### config.mk
export PLATFORM = sky130hd
export DESIGN_NAME = axis_tx
export DESIGN_NICKNAME = d
export VERILOG_FILES = /design/src/rtl/axis_link_pkg.sv /design/src/rtl/sync_fifo.sv /design/src/rtl/axis_tx.sv
export SDC_FILE = /design/constraint.sdc
export NUM_CORES = 1
export LEC_CHECK = 0
export BUFFER_PORTS_ARGS = -buffer_cell sky130_fd_sc_hd__buf_2
export CAP_MARGIN = 30
export CORE_MARGIN = 1.5
export CORE_UTILIZATION = 55
export DETAILED_ROUTE_END_ITERATION = 10
export HOLD_SLACK_MARGIN = 0.06
export MAX_ROUTING_LAYER = met4
export PLACE_DENSITY = 0.76
export SYNTH_ARGS = -nofsm -noshare
export SYNTH_HDL_FRONTEND = slang
export SYNTH_HIERARCHICAL = 1
export SYNTH_SLANG_ARGS = --single-unit
### constraint.sdc
create_clock -name clk -period 3.2 [get_ports clk]
set_clock_uncertainty 0.1 [all_clocks]
set_input_delay 0 -clock clk [delete_from_list [all_inputs] [get_ports clk]]
set_output_delay 0 -clock clk [all_outputs]
set_load 0.1 [all_outputs]
### src/rtl/axis_link_pkg.sv
// Shared definitions for the host AXI Stream byte link (transmit and receive).
// Holds frame header bytes, frame-type and transmit FSM enums, and the
// command receiver's opcode nibbles so both directions use one source.
package axis_link_pkg;

  // Frame header bytes (first byte of every transmitted frame)
  localparam logic [7:0] HDR_AER  = 8'h20;
  localparam logic [7:0] HDR_READ = 8'h30;

  // Command receiver opcode nibbles
  localparam logic [3:0] OPC_WRITE = 4'b0001;
  localparam logic [3:0] OPC_READ  = 4'b0010;
  localparam logic [3:0] OPC_EVENT = 4'b0100;

  typedef enum logic {
    FT_AER,
    FT_READ
  } frame_type_e;

  typedef enum logic [1:0] {
    ST_IDLE,
    ST_HDR,
    ST_B1,
    ST_B2
  } tx_state_e;

endpackage

### src/rtl/sync_fifo.sv
// Single-clock FIFO used as the AEROUT event buffer.
// Ports: clk, rst_n (async, active-low), push/din write side,
// pop/dout read side (dout shows the head entry), full, empty.
// DEPTH must be a power of two so pointers wrap naturally.
module sync_fifo #(
  parameter int unsigned WIDTH = 8,
  parameter int unsigned DEPTH = 4
) (
  input  logic             clk,
  input  logic             rst_n,
  input  logic             push,
  input  logic [WIDTH-1:0] din,
  input  logic             pop,
  output logic [WIDTH-1:0] dout,
  output logic             full,
  output logic             empty
);

  localparam int unsigned AW = (DEPTH > 1) ? $clog2(DEPTH) : 1;

  logic [WIDTH-1:0] mem [DEPTH];
  logic [AW-1:0]    wr_ptr;
  logic [AW-1:0]    rd_ptr;
  logic [AW:0]      count;
  logic             push_ok;
  logic             pop_ok;

  assign full    = (count == (AW+1)'(DEPTH));
  assign empty   = (count == '0);
  assign push_ok = push && !full;
  assign pop_ok  = pop && !empty;
  assign dout    = mem[rd_ptr];

  always_ff @(posedge clk) begin
    if (push_ok) mem[wr_ptr] <= din;
  end

  always_ff @(posedge clk or negedge rst_n) begin
    if (!rst_n) begin
      wr_ptr <= '0;
      rd_ptr <= '0;
      count  <= '0;
    end else begin
      if (push_ok) wr_ptr <= wr_ptr + 1'b1;
      if (pop_ok)  rd_ptr <= rd_ptr + 1'b1;
      case ({push_ok, pop_ok})
        2'b10:   count <= count + 1'b1;
        2'b01:   count <= count - 1'b1;
        default: count <= count;
      endcase
    end
  end

endmodule

### src/rtl/axis_tx.sv
// Transmit side of the host AXI Stream byte link.
// Accepts ODIN AEROUT spike events (4-phase REQ/ACK) and 16-bit controller
// read-back words (RD_VALID/RD_READY), and frames them MSB byte first:
//   AER event : 0x20, addr          (tlast on addr)
//   read word : 0x30, data_hi, data_lo (tlast on data_lo)
// Ports: clk, rst_n (async, active-low); m_axis_* 8-bit stream master;
// AEROUT_ADDR/REQ/ACK event input; RD_DATA/RD_VALID/RD_READY read-back input.
module axis_tx
  import axis_link_pkg::*;
#(
  parameter int unsigned FIFO_DEPTH = 4,
  parameter int unsigned SYNC_REQ   = 1
) (
  input  logic        clk,
  input  logic        rst_n,
  output logic [7:0]  m_axis_tdata,
  output logic        m_axis_tvalid,
  input  logic        m_axis_tready,
  output logic        m_axis_tlast,
  input  logic [7:0]  AEROUT_ADDR,
  input  logic        AEROUT_REQ,
  output logic        AEROUT_ACK,
  input  logic [15:0] RD_DATA,
  input  logic        RD_VALID,
  output logic        RD_READY
);

  logic        req_meta;
  logic        req_sync;
  logic        req;
  logic        push;
  logic        fifo_full;
  logic        fifo_empty;
  logic [7:0]  fifo_dout;
  logic        hold_full;
  logic [15:0] hold_data;
  logic        launch_aer;
  logic        launch_read;
  tx_state_e   state;
  tx_state_e   state_nxt;
  frame_type_e ftype;
  logic [15:0] shreg;

  // REQ synchronizer
  always_ff @(posedge clk or negedge rst_n) begin
    if (!rst_n) begin
      req_meta <= 1'b0;
      req_sync <= 1'b0;
    end else begin
      req_meta <= AEROUT_REQ;
      req_sync <= req_meta;
    end
  end

  assign req  = (SYNC_REQ != 0) ? req_sync : AEROUT_REQ;
  // Holding ACK low while full stalls ODIN instead of dropping events
  assign push = !AEROUT_ACK && req && !fifo_full;

  always_ff @(posedge clk or negedge rst_n) begin
    if (!rst_n)                  AEROUT_ACK <= 1'b0;
    else if (push)               AEROUT_ACK <= 1'b1;
    else if (AEROUT_ACK && !req) AEROUT_ACK <= 1'b0;
  end

  sync_fifo #(
    .WIDTH(8),
    .DEPTH(FIFO_DEPTH)
  ) u_fifo (
    .clk  (clk),
    .rst_n(rst_n),
    .push (push),
    .din  (AEROUT_ADDR),
    .pop  (launch_aer),
    .dout (fifo_dout),
    .full (fifo_full),
    .empty(fifo_empty)
  );

  // Read-back holding register; a read launch only happens while full,
  // so capture and launch never collide on the same entry.
  assign RD_READY = !hold_full;

  always_ff @(posedge clk or negedge rst_n) begin
    if (!rst_n) begin
      hold_full <= 1'b0;
      hold_data <= '0;
    end else if (RD_VALID && !hold_full) begin
      hold_full <= 1'b1;
      hold_data <= RD_DATA;
    end else if (launch_read) begin
      hold_full <= 1'b0;
    end
  end

  // AER payload is loaded into the upper byte so B1 always sends shreg[15:8]
  always_ff @(posedge clk or negedge rst_n) begin
    if (!rst_n) begin
      state <= ST_IDLE;
      ftype <= FT_AER;
      shreg <= '0;
    end else begin
      state <= state_nxt;
      if (launch_read) begin
        ftype <= FT_READ;
        shreg <= hold_data;
      end else if (launch_aer) begin
        ftype <= FT_AER;
        shreg <= {fifo_dout, 8'h00};
      end
    end
  end

  always_comb begin
    state_nxt     = state;
    launch_aer    = 1'b0;
    launch_read   = 1'b0;
    m_axis_tvalid = 1'b0;
    m_axis_tdata  = '0;
    m_axis_tlast  = 1'b0;
    case (state)
      ST_IDLE: begin
        if (hold_full) begin
          launch_read = 1'b1;
          state_nxt   = ST_HDR;
        end else if (!fifo_empty) begin
          launch_aer = 1'b1;
          state_nxt  = ST_HDR;
        end
      end
      ST_HDR: begin
        m_axis_tvalid = 1'b1;
        m_axis_tdata  = (ftype == FT_READ) ? HDR_READ : HDR_AER;
        if (m_axis_tready) state_nxt = ST_B1;
      end
      ST_B1: begin
        m_axis_tvalid = 1'b1;
        m_axis_tdata  = shreg[15:8];
        m_axis_tlast  = (ftype == FT_AER);
        if (m_axis_tready) state_nxt = (ftype == FT_AER) ? ST_IDLE : ST_B2;
      end
      ST_B2: begin
        m_axis_tvalid = 1'b1;
        m_axis_tdata  = shreg[7:0];
        m_axis_tlast  = 1'b1;
        if (m_axis_tready) state_nxt = ST_IDLE;
      end
      default: state_nxt = ST_IDLE;
    endcase
  end

endmodule

==> flow_summary.ini, run 1 <==
[critical_path]
startpoint_type = flip-flop
cp_slowest_stage_delay_ns = 0.44
crit_fanout = 6
required_ns = 3.37
reg2reg_depth = 11
crit_path_end_kind = flip-flop
reg2reg_from = u_fifo/count[0]$_DFFE_PN0P_
critical_path_class = flip-flop to flip-flop
path_common_cell = inv_1
cp_slowest_cell = or3b_4
critPathArrivalTime_ns = 2.58
cp_num_buf_inv = 3
cp_top_family = simple AND/OR/NAND/NOR gates
path_cells = or3b_4 -> inv_1 -> nor3b_1 -> and2_4 -> inv_1 -> ha_1 -> inv_1 -> fa_1 -> xor2_1 -> nor2_1 -> xor2_1
r2r_end = u_fifo/count[2]$_DFFE_PN0P_
r2r_setup_slack_ns = 0.78

[sta]
rsz0062_at_grt = no
tightest_slew_ns = 0.739
setup-tns-final_ns = 0
fmax_ghz = 0.414
hold_viol_final = 0
setup_violations = 0
fin_crit_ns = 2.42
slew_viol_final = 0
slew_headroom_pct = 50.7
post-route-period-util_pct = 75.5

[clock_tree]
cts_setup_buffers = 0
htreeDepth = 3
path_clk_slew_ns = 0.08
cts_buffer_depth = 2
cts_root_buf = clkbuf_8
cts_sinks = 78
cts_resized = 0
cts_tree = yes
insertion_delay_ns = 0.35
cts_buffers = 9

[power_and_ir_drop]
p_per_area_mw_per_mm2 = 989
irDropWorstVdd_mv = 0.968
p_leak_uw = 0.00173

[drt]
drc_errors = 0
first_iter_violations = 102
vias_per_cell = 5.36
wl_per_cell_microns = 16.5
ant_nets = 0
vias = 2031
wl_microns = 6270
firstDrtPassIters = 4

[cells_and_area]
final_common_cell = dfrtp_1
utilization_pct = 69.3
final_cell_mix = dfrtp_1, buf_2, edfxtp_1
n_antenna_cell = 0
area_delta_synth_final_pct = 21.5
finish.instance_area_sq_mm = 0.00410
drive_gt1_share_pct = 31.3
layout.nets = 334
finalNonFillerCells = 379

[synthesis]
seq_area_frac_synth_pct = 62.6
syn_area_per_cell_sq_um = 14.9
synth_edf_count = 32
ys_warn_count = 6
synth.distinct_cells = 40
synth_nets = 262
ys_ff_latch = 78
synth_area_sq_mm = 0.00338
netlist_instances = 227
synth-async-reset-ratio_pct = 59.0
synth_top_flop_cell = dfrtp_1

[global_route]
overflow = 0
antenna_found_initial = 0
grtUsageTotal_pct = 22.1
grt_max_degree = 26
grt_first_pass_wirelength_microns = 10000
grt_pass1_vias = 2108

[die]
fp-row-count = 28
die_w_microns = 81.3
ioPinCount = 41
die_area_sq_mm = 0.00662
die_h_microns = 81.3
coreArea_sq_mm = 0.00592
initial_utilization_pct = 57.0

[status]
status = completed

[place]
hpwl_microns = 4100
placedCellCount = 335
place_area_sq_mm = 0.00363
gp_congestion = 0.777
port_buffers = 40

[run]
drv_cap = 0

[worst_hold_path]
hold_path.class = input pin to asynchronous set/reset pin
stage by stage:
step / setup WS (ns) / total power [uW] / hold slack (ns)
global placement: 0.845 / 3320 / 0.0105
global route: 0.549 / 4300 / 0.0978
CTS: 0.763 / 4090 / 0.0664
finish: 0.784 / 4060 / 0.0546
floorplan: 0.291 / 3040 / -0.396
detailed placement: 0.778 / 3370 / -0.0952
power by group:
part	total, uW	switching, uW	internal [uW]	leakage (uW)
clock	690	342	348	0.0000946
sequential	1650	278	1370	0.000843
combinational	1720	1070	651	0.000795
how the worst max path moves through the flow:
stage | start | to | slack, ns | cells after the start
6_report | u_fifo/count[0]$_DFFE_PN0P_ | u_fifo/count[2]$_DFFE_PN0P_ | 0.78 | 11
5_1_grt | u_fifo/count[2]$_DFFE_PN0P_ | u_fifo/count[1]$_DFFE_PN0P_ | 0.55 | 9
4_1_cts | u_fifo/count[0]$_DFFE_PN0P_ | u_fifo/count[2]$_DFFE_PN0P_ | 0.76 | 11
3_5_place_dp | u_fifo/count[0]$_DFFE_PN0P_ | u_fifo/count[2]$_DFFE_PN0P_ | 0.78 | 11
3_3_place_gp | u_fifo/count[0]$_DFFE_PN0P_ | u_fifo/count[2]$_DFFE_PN0P_ | 0.85 | 11
2_1_floorplan | state[0]$_DFFE_PN0P_ | m_axis_tdata[4] | 0.29 | 3
routing by layer:
layer | up-vias | share of wire, % | routed length (microns) | track usage [%]
met5 | - | 0 | 0 | -
met4 | 0 | 2.1 | 133 | 11.4
met3 | 14 | 4.5 | 280 | 5.06
met2 | 48 | 48 | 3030 | 34.5
met1 | 995 | 45 | 2820 | 27.0
li1 | 974 | - | - | -
synthesized netlist by cell type (2+ instances only):
master     n  area [sq um]
dfrtp_1   46          1150
edfxtp_1  32           961
mux2_2    17           191
inv_1     12          45.0
o21ai_0   11          55.1
nor2b_1    9          56.3
a22o_1     8          70.1
a31oi_1    8          50.1
mux4_2     8           180
a22oi_1    7          52.6
and2_1     7          43.8
mux2i_1    7          70.1
ha_1       5          62.6
and3_2     4          30.0
buf_6      4          45.0
nand2_1    4          15.0
a21oi_1    3          15.0
clkbuf_1   3          11.3
nor2_1     3          11.3
xnor2_1    3          26.3
xor2_1     3          26.3
buf_2      2          10.0
buf_4      2          15.0
nor3_1     2          10.0
nor3b_1    2          15.0
area by class of cell:
type	instances	area, sq um
clock buffers	13	170
clock inverters	3	17.5
fillers	431	1820
inverters	13	48.8
multi-input cells	124	1130
flip-flops and latches	78	2110
well taps	75	93.8
repair buffers	73	531
worst register-to-register path: stages, from the launching register on:
cell,delay (ns)
dfrtp_1,0.43
or3b_4,0.45
inv_1,0.08
nor3b_1,0.07
and2_4,0.16
inv_1,0.05
ha_1,0.17
inv_1,0.06
fa_1,0.37
xor2_1,0.15
nor2_1,0.11
xor2_1,0.14
logic make-up (layout without fill, tap and decap cells):
| kind of cell | Yosys count | after routing | share of synthesized area, % |
|---|---|---|---|
| simple gates | 36 | 36 | 7.30 |
| xor+xnor | 6 | 6 | 1.56 |
| fa+ha+maj | 6 | 6 | 2.45 |
| compound gates | 43 | 43 | 8.64 |
| buf+inv | 25 | 102 | 3.97 |
| flops | 78 | 78 | 62.6 |
| mux | 33 | 33 | 13.5 |
flip-flops by register name, summed over array words and instances (netlist names):
signal / flops
req_meta: 1
u_fifo/mem: 32
req: 1
hold_full: 1
u_fifo/count: 3
u_fifo/rd_ptr: 2
u_fifo/wr_ptr: 2
shreg: 16
hold_data: 16
ftype: 1
state: 2
AEROUT_ACK: 1
repair_timing:
item                       CTS  global route
setup endpoints to repair    0             0
hold buffers                28             0
hold endpoints to repair    98             0
Power figures use the tool's default switching activity.
==> inputs of run 2 (changes only) <==
==> constraint.sdc (replaced) <==
create_clock -name clk -period 2.3 [get_ports clk]
set_clock_uncertainty 0.1 [all_clocks]
set_input_delay 0 -clock clk [delete_from_list [all_inputs] [get_ports clk]]
set_output_delay 0 -clock clk [all_outputs]
set_load 0.1 [all_outputs]
==> flow_summary.ini, run 2 (synthesized netlist as in run 1, its figures left out) <==
[sta]
tightest_slew_ns = 0.660
rsz0062_at_grt = yes
post-route-period-util_pct = 98.6
fin_crit_ns = 2.27
slew_viol_final = 0
setup_violations = 0
hold_slack_ns = 0.112
hold_viol_final = 0
slew_headroom_pct = 56.0
fmax_ghz = 0.441

[cells_and_area]
largest_register_ffs = 32
area.sequential_sq_mm = 0.00211
regMostFlops = u_fifo/mem
finish.instance_area_sq_mm = 0.00428
n_antenna_cell = 0
multi_input_area_sq_mm = 0.00117
layout.nets = 347
drive_gt1_share_pct = 37.5
final_common_cell = dfrtp_1
top_regs = u_fifo/mem: 32 flops, hold_data: 16 flops, shreg: 16 flops
finalNonFillerCells = 392
final_cell_mix = dfrtp_1, buf_2, edfxtp_1
fillers = 391
area_delta_synth_final_pct = 26.7

[drt]
wl_met3_microns = 322
vias_per_cell = 5.34
ant_nets = 0
wl_microns = 6390
firstDrtPassIters = 4
vias = 2092
drc_errors = 0
top_layer_used = met4
wl_met2_microns = 3130
wl_per_cell_microns = 16.3
first_iter_violations = 138
wl_met1_microns = 2780

[critical_path]
r2r_setup_slack_ns = 0.03
path_common_cell = inv_2
r2r_end = u_fifo/count[2]$_DFFE_PN0P_
required_ns = 2.47
cp_slowest_cell = or3b_4
path_cells = or3b_4 -> inv_2 -> nor3b_2 -> and2_4 -> inv_2 -> ha_4 -> inv_2 -> fa_2 -> xor2_1 -> nor2_1 -> xor2_1
critPathArrivalTime_ns = 2.43
reg2reg_depth = 11
crit_path_end_kind = flip-flop
reg2reg_from = u_fifo/count[1]$_DFFE_PN0P_
cp_slowest_stage_delay_ns = 0.42
critical_path_class = flip-flop to flip-flop
critPathLaunch = u_fifo/count[1]$_DFFE_PN0P_
crit_fanout = 3
startpoint_type = flip-flop

[global_route]
grt_max_degree = 29
antenna_found_initial = 0
grt_pass1_vias = 2142
grtUsageTotal_pct = 22.4
overflow = 0
grt_first_pass_wirelength_microns = 10200

[clock_tree]
cts_buffer_depth = 2
cts_tree = yes
cts_buffers = 9
path_clk_slew_ns = 0.08
htreeDepth = 3
insertion_delay_ns = 0.35
cts_sinks = 78
cts_root_buf = clkbuf_8

[place]
gp_congestion = 0.786
port_buffers = 40
hpwl_microns = 4090
placedCellCount = 343
place_area_sq_mm = 0.00370

[die]
initial_utilization_pct = 57.0
die_area_sq_mm = 0.00662
die_h_microns = 81.3
die_w_microns = 81.3
fp-row-count = 28
ioPinCount = 41
coreArea_sq_mm = 0.00592

[status]
status = completed

[worst_hold_path]
hold_path.class = input pin to asynchronous set/reset pin

[power_and_ir_drop]
p_leak_uw = 0.00181
irDropWorstVdd_mv = 1.22
p_per_area_mw_per_mm2 = 1430

[run]
drv_cap = 0
==> run 2: changes by cell type in the layout (fill, tap and decap cells not counted), sizes merged <==
cell / previous run / this run
clkbuf: 13 / 10
clkinvlp: 1 / 2
clkinv: 3 / 2
bufinv: 0 / 3
buf: 45 / 58
==> run 2: routing by layer <==
metal,vias up,global-route usage [%]
met4,0,10.0
met2,57,34.6
met1,1014,27.9
met5,-,-
met3,15,5.62
li1,1006,-
==> run 2: cell type report <==
class / instances / share of cell area (%)
Clock inverter: 6 / 2.57
Timing Repair Buffer: 86 / 14.4
Tap cell: 75 / 2.19
Inverter: 13 / 1.14
Multi-Input combinational cell: 124 / 27.3
Sequential cell: 78 / 49.4
Clock buffer: 10 / 2.98
==> run 2: how the worst max path moves through the flow <==
stage | end | slack, ns | cells after the start
finish | u_fifo/count[2]$_DFFE_PN0P_ | 0.03 | 11
detailed placement | u_fifo/count[2]$_DFFE_PN0P_ | -0.04 | 11
global placement | u_fifo/count[2]$_DFFE_PN0P_ | 0.04 | 11
CTS | u_fifo/count[2]$_DFFE_PN0P_ | 0.003 | 11
global route | u_fifo/count[2]$_DFFE_PN0P_ | -0.04 | 11
floorplan | u_fifo/count[2]$_DFFE_PN0P_ | 0.02 | 11
==> run 2: repair_timing <==
| item | in CTS | in global routing |
|---|---|---|
| hold buffers | 28 | 0 |
| pin swaps | 3 | 6 |
| hold endpoints to repair | 79 | 0 |
| resized for setup | 0 | 5 |
| setup buffers | 2 | 3 |
| endpoints found under the setup margin | 1 | 1 |
==> run 2: metrics by stage <==
step | TNS (ns) | total power [uW] | utilization (%) | setup slack (ns)
finish | 0 | 6100 | 72.3 | 0.0329
global route | -0.0374 | 6440 | 72.3 | -0.0374
CTS | 0 | 6070 | 71.5 | 0.00345
detailed placement | -0.0380 | 4790 | 62.5 | -0.0380
global placement | 0 | 4720 | 62.5 | 0.0385
floorplan | 0 | 4300 | - | 0.0204
==> run 2: critical path, delay by kind of cell (launching register included) <==
kind                       cells  cell delay [ns]
xor gates and xnor gates       2             0.32
adders and majority gates      2             0.50
buffers and inverters          3             0.17
DFF                            1             0.38
and+or+nand+nor                4             0.73
==> run 2: power breakdown <==
part,switching (uW),internal (uW),total (uW),leakage (uW)
Sequential,332,1910,2240,0.000842
Combinational,1590,1050,2640,0.000857
Clock,503,719,1220,0.000112
Total,2430,3670,6100,0.00181
==> inputs of run 3 (changes only) <==
==> constraint.sdc (replaced) <==
create_clock -name clk -period 2.3 [get_ports clk]
set_clock_uncertainty 0.1 [all_clocks]
set_input_delay 0.115 -clock clk [delete_from_list [all_inputs] [get_ports clk]]
set_output_delay 0.115 -clock clk [all_outputs]
set_load 0.1 [all_outputs]
==> flow_summary.ini, run 3 (synthesized netlist as in run 1, its figures left out) <==
[worst_hold_path]
hold_path.class = input pin to asynchronous set/reset pin

[global_route]
grt_max_degree = 25
antenna_found_initial = 0
grtUsageTotal_pct = 22.8
overflow = 0
grt_first_pass_wirelength_microns = 10500
grt_pass1_vias = 2162

[critical_path]
crit_fanout = 6
crit_path_end_kind = flip-flop
startpoint_type = flip-flop
critPathArrivalTime_ns = 2.42
critical_path_class = flip-flop to flip-flop
required_ns = 2.47

[clock_tree]
cts_tree = yes
htreeDepth = 3
cts_buffer_depth = 2
cts_root_buf = clkbuf_8
cts_buffers = 9
path_clk_slew_ns = 0.08
cts_sinks = 78
insertion_delay_ns = 0.35

[sta]
post-route-period-util_pct = 98.2
slew_headroom_pct = 64.3
setup_violations = 0
hold_viol_final = 0
tightest_slew_ns = 0.535
fin_crit_ns = 2.26
fmax_ghz = 0.443
layout_setup_ws_ns = 0.0421
slew_viol_final = 0
rsz0062_at_grt = yes

[cells_and_area]
final_common_cell = dfrtp_1
largest_register_ffs = 32
area_delta_synth_final_pct = 26.5
drive_gt1_share_pct = 38.8
layout.nets = 347
n_antenna_cell = 0
fillers = 389
finalNonFillerCells = 392
regMostFlops = u_fifo/mem
final_cell_mix = dfrtp_1, buf_2, edfxtp_1
top_regs = u_fifo/mem: 32 flops, hold_data: 16 flops, shreg: 16 flops

[power_and_ir_drop]
intPower_uw = 3600
irDropWorstVdd_mv = 1.22
p_per_area_mw_per_mm2 = 1410
p_comb_share_pct = 44.3
power_frac_clock_pct = 18.6
p_sw_uw = 2440
seqPwrFrac_pct = 37.1
finalPower_uw = 6040
p_leak_uw = 0.00181
p_sw_share_pct = 40.4

[die]
die_w_microns = 81.3
initial_utilization_pct = 57.0
coreArea_sq_mm = 0.00592
fp-row-count = 28
die_h_microns = 81.3
ioPinCount = 41
die_area_sq_mm = 0.00662

[drt]
drc_errors = 0
vias = 2085
firstDrtPassIters = 4
wl_per_cell_microns = 16.4
first_iter_violations = 160
ant_nets = 0
wl_microns = 6420
vias_per_cell = 5.32

[place]
gp_congestion = 0.754
hpwl_microns = 4400
placedCellCount = 345
pre_cts_ws_ns = -0.0232
port_buffers = 40

[run]
drv_cap = 0

[status]
status = completed
[run 3: cell count changes in the layout (fill, tap and decap cells not counted), sizes merged]
cell,before,now
bufinv,3,2
clkbuf,10,11
[run 3: final timing paths]
path,slack (ns),end,startpoint,cells after the start
max in group asynchronous,1.21,AEROUT_ACK$_DFFE_PN0P_,rst_n,3
min,0.18,hold_data[9]$_DFFE_PN0P_,rst_n,2
min in group clk,0.26,req$_DFF_PN0_,req_meta$_DFF_PN0_,0
max,0.04,u_fifo/count[2]$_DFFE_PN0P_,u_fifo/count[1]$_DFFE_PN0P_,11
min reg2reg,0.26,req$_DFF_PN0_,req_meta$_DFF_PN0_,0
max reg2reg,0.04,u_fifo/count[2]$_DFFE_PN0P_,u_fifo/count[1]$_DFFE_PN0P_,11
[run 3: what timing repair did]
action                     4_1_cts  5_1_grt
hold buffers                    28        0
pin swaps                        1        6
hold endpoints to repair        75        0
setup endpoints to repair        1        2
gates resized for setup          0        5
setup buffers                    1        2
[run 3: per-stage QoR]
stage | utilization [%] | hold slack, ns | setup TNS (ns) | instance area, sq um
2_1_floorplan | - | -0.281 | 0 | 3420
3_3_place_gp | 62.9 | 0.0311 | 0 | 3720
3_5_place_dp | 62.9 | 0.0226 | -0.0232 | 3720
4_1_cts | 71.6 | 0.185 | 0 | 4240
5_1_grt | 72.1 | 0.228 | -0.0131 | 4270
6_report | 72.1 | 0.181 | 0 | 4270
[run 3: metal layers]
| metal | routed length [microns] | global-route usage (%) | vias up |
|---|---|---|---|
| met2 | 3340 | 38.1 | 48 |
| met5 | 0 | - | - |
| met3 | 249 | 6.74 | 5 |
| li1 | - | - | 996 |
| met4 | 62 | 6.38 | 0 |
| met1 | 2770 | 26.9 | 1036 |
[run 3: critical path, stage by stage, from the launching register on]
cell and delay (ns):
dfrtp_1 0.40, or3b_4 0.44, inv_2 0.07, nor3b_2 0.04, and2_4 0.15, inv_4 0.05, ha_4 0.12, inv_2 0.04
fa_2 0.37, xor2_1 0.14, nor2_1 0.11, xor2_1 0.15
[run 3: layout make-up]
class	instances	area, sq um	area share, %
clock buffers	11	141	3.31
clock inverters	5	83.8	1.96
inverters	13	51.3	1.20
multi-input cells	124	1170	27.4
flip-flops and latches	78	2110	49.5
well taps	75	93.8	2.20
repair buffers	86	616	14.4
[run 3: power by group through the flow]
stage / clock network [uW] / logic (uW) / registers, uW
after floorplan: 0 / 2190 / 2130
after global placement: 0 / 2520 / 2240
after detailed placement: 0 / 2590 / 2270
after CTS: 1150 / 2660 / 2240
after global routing: 1190 / 2900 / 2290
final: 1120 / 2680 / 2240
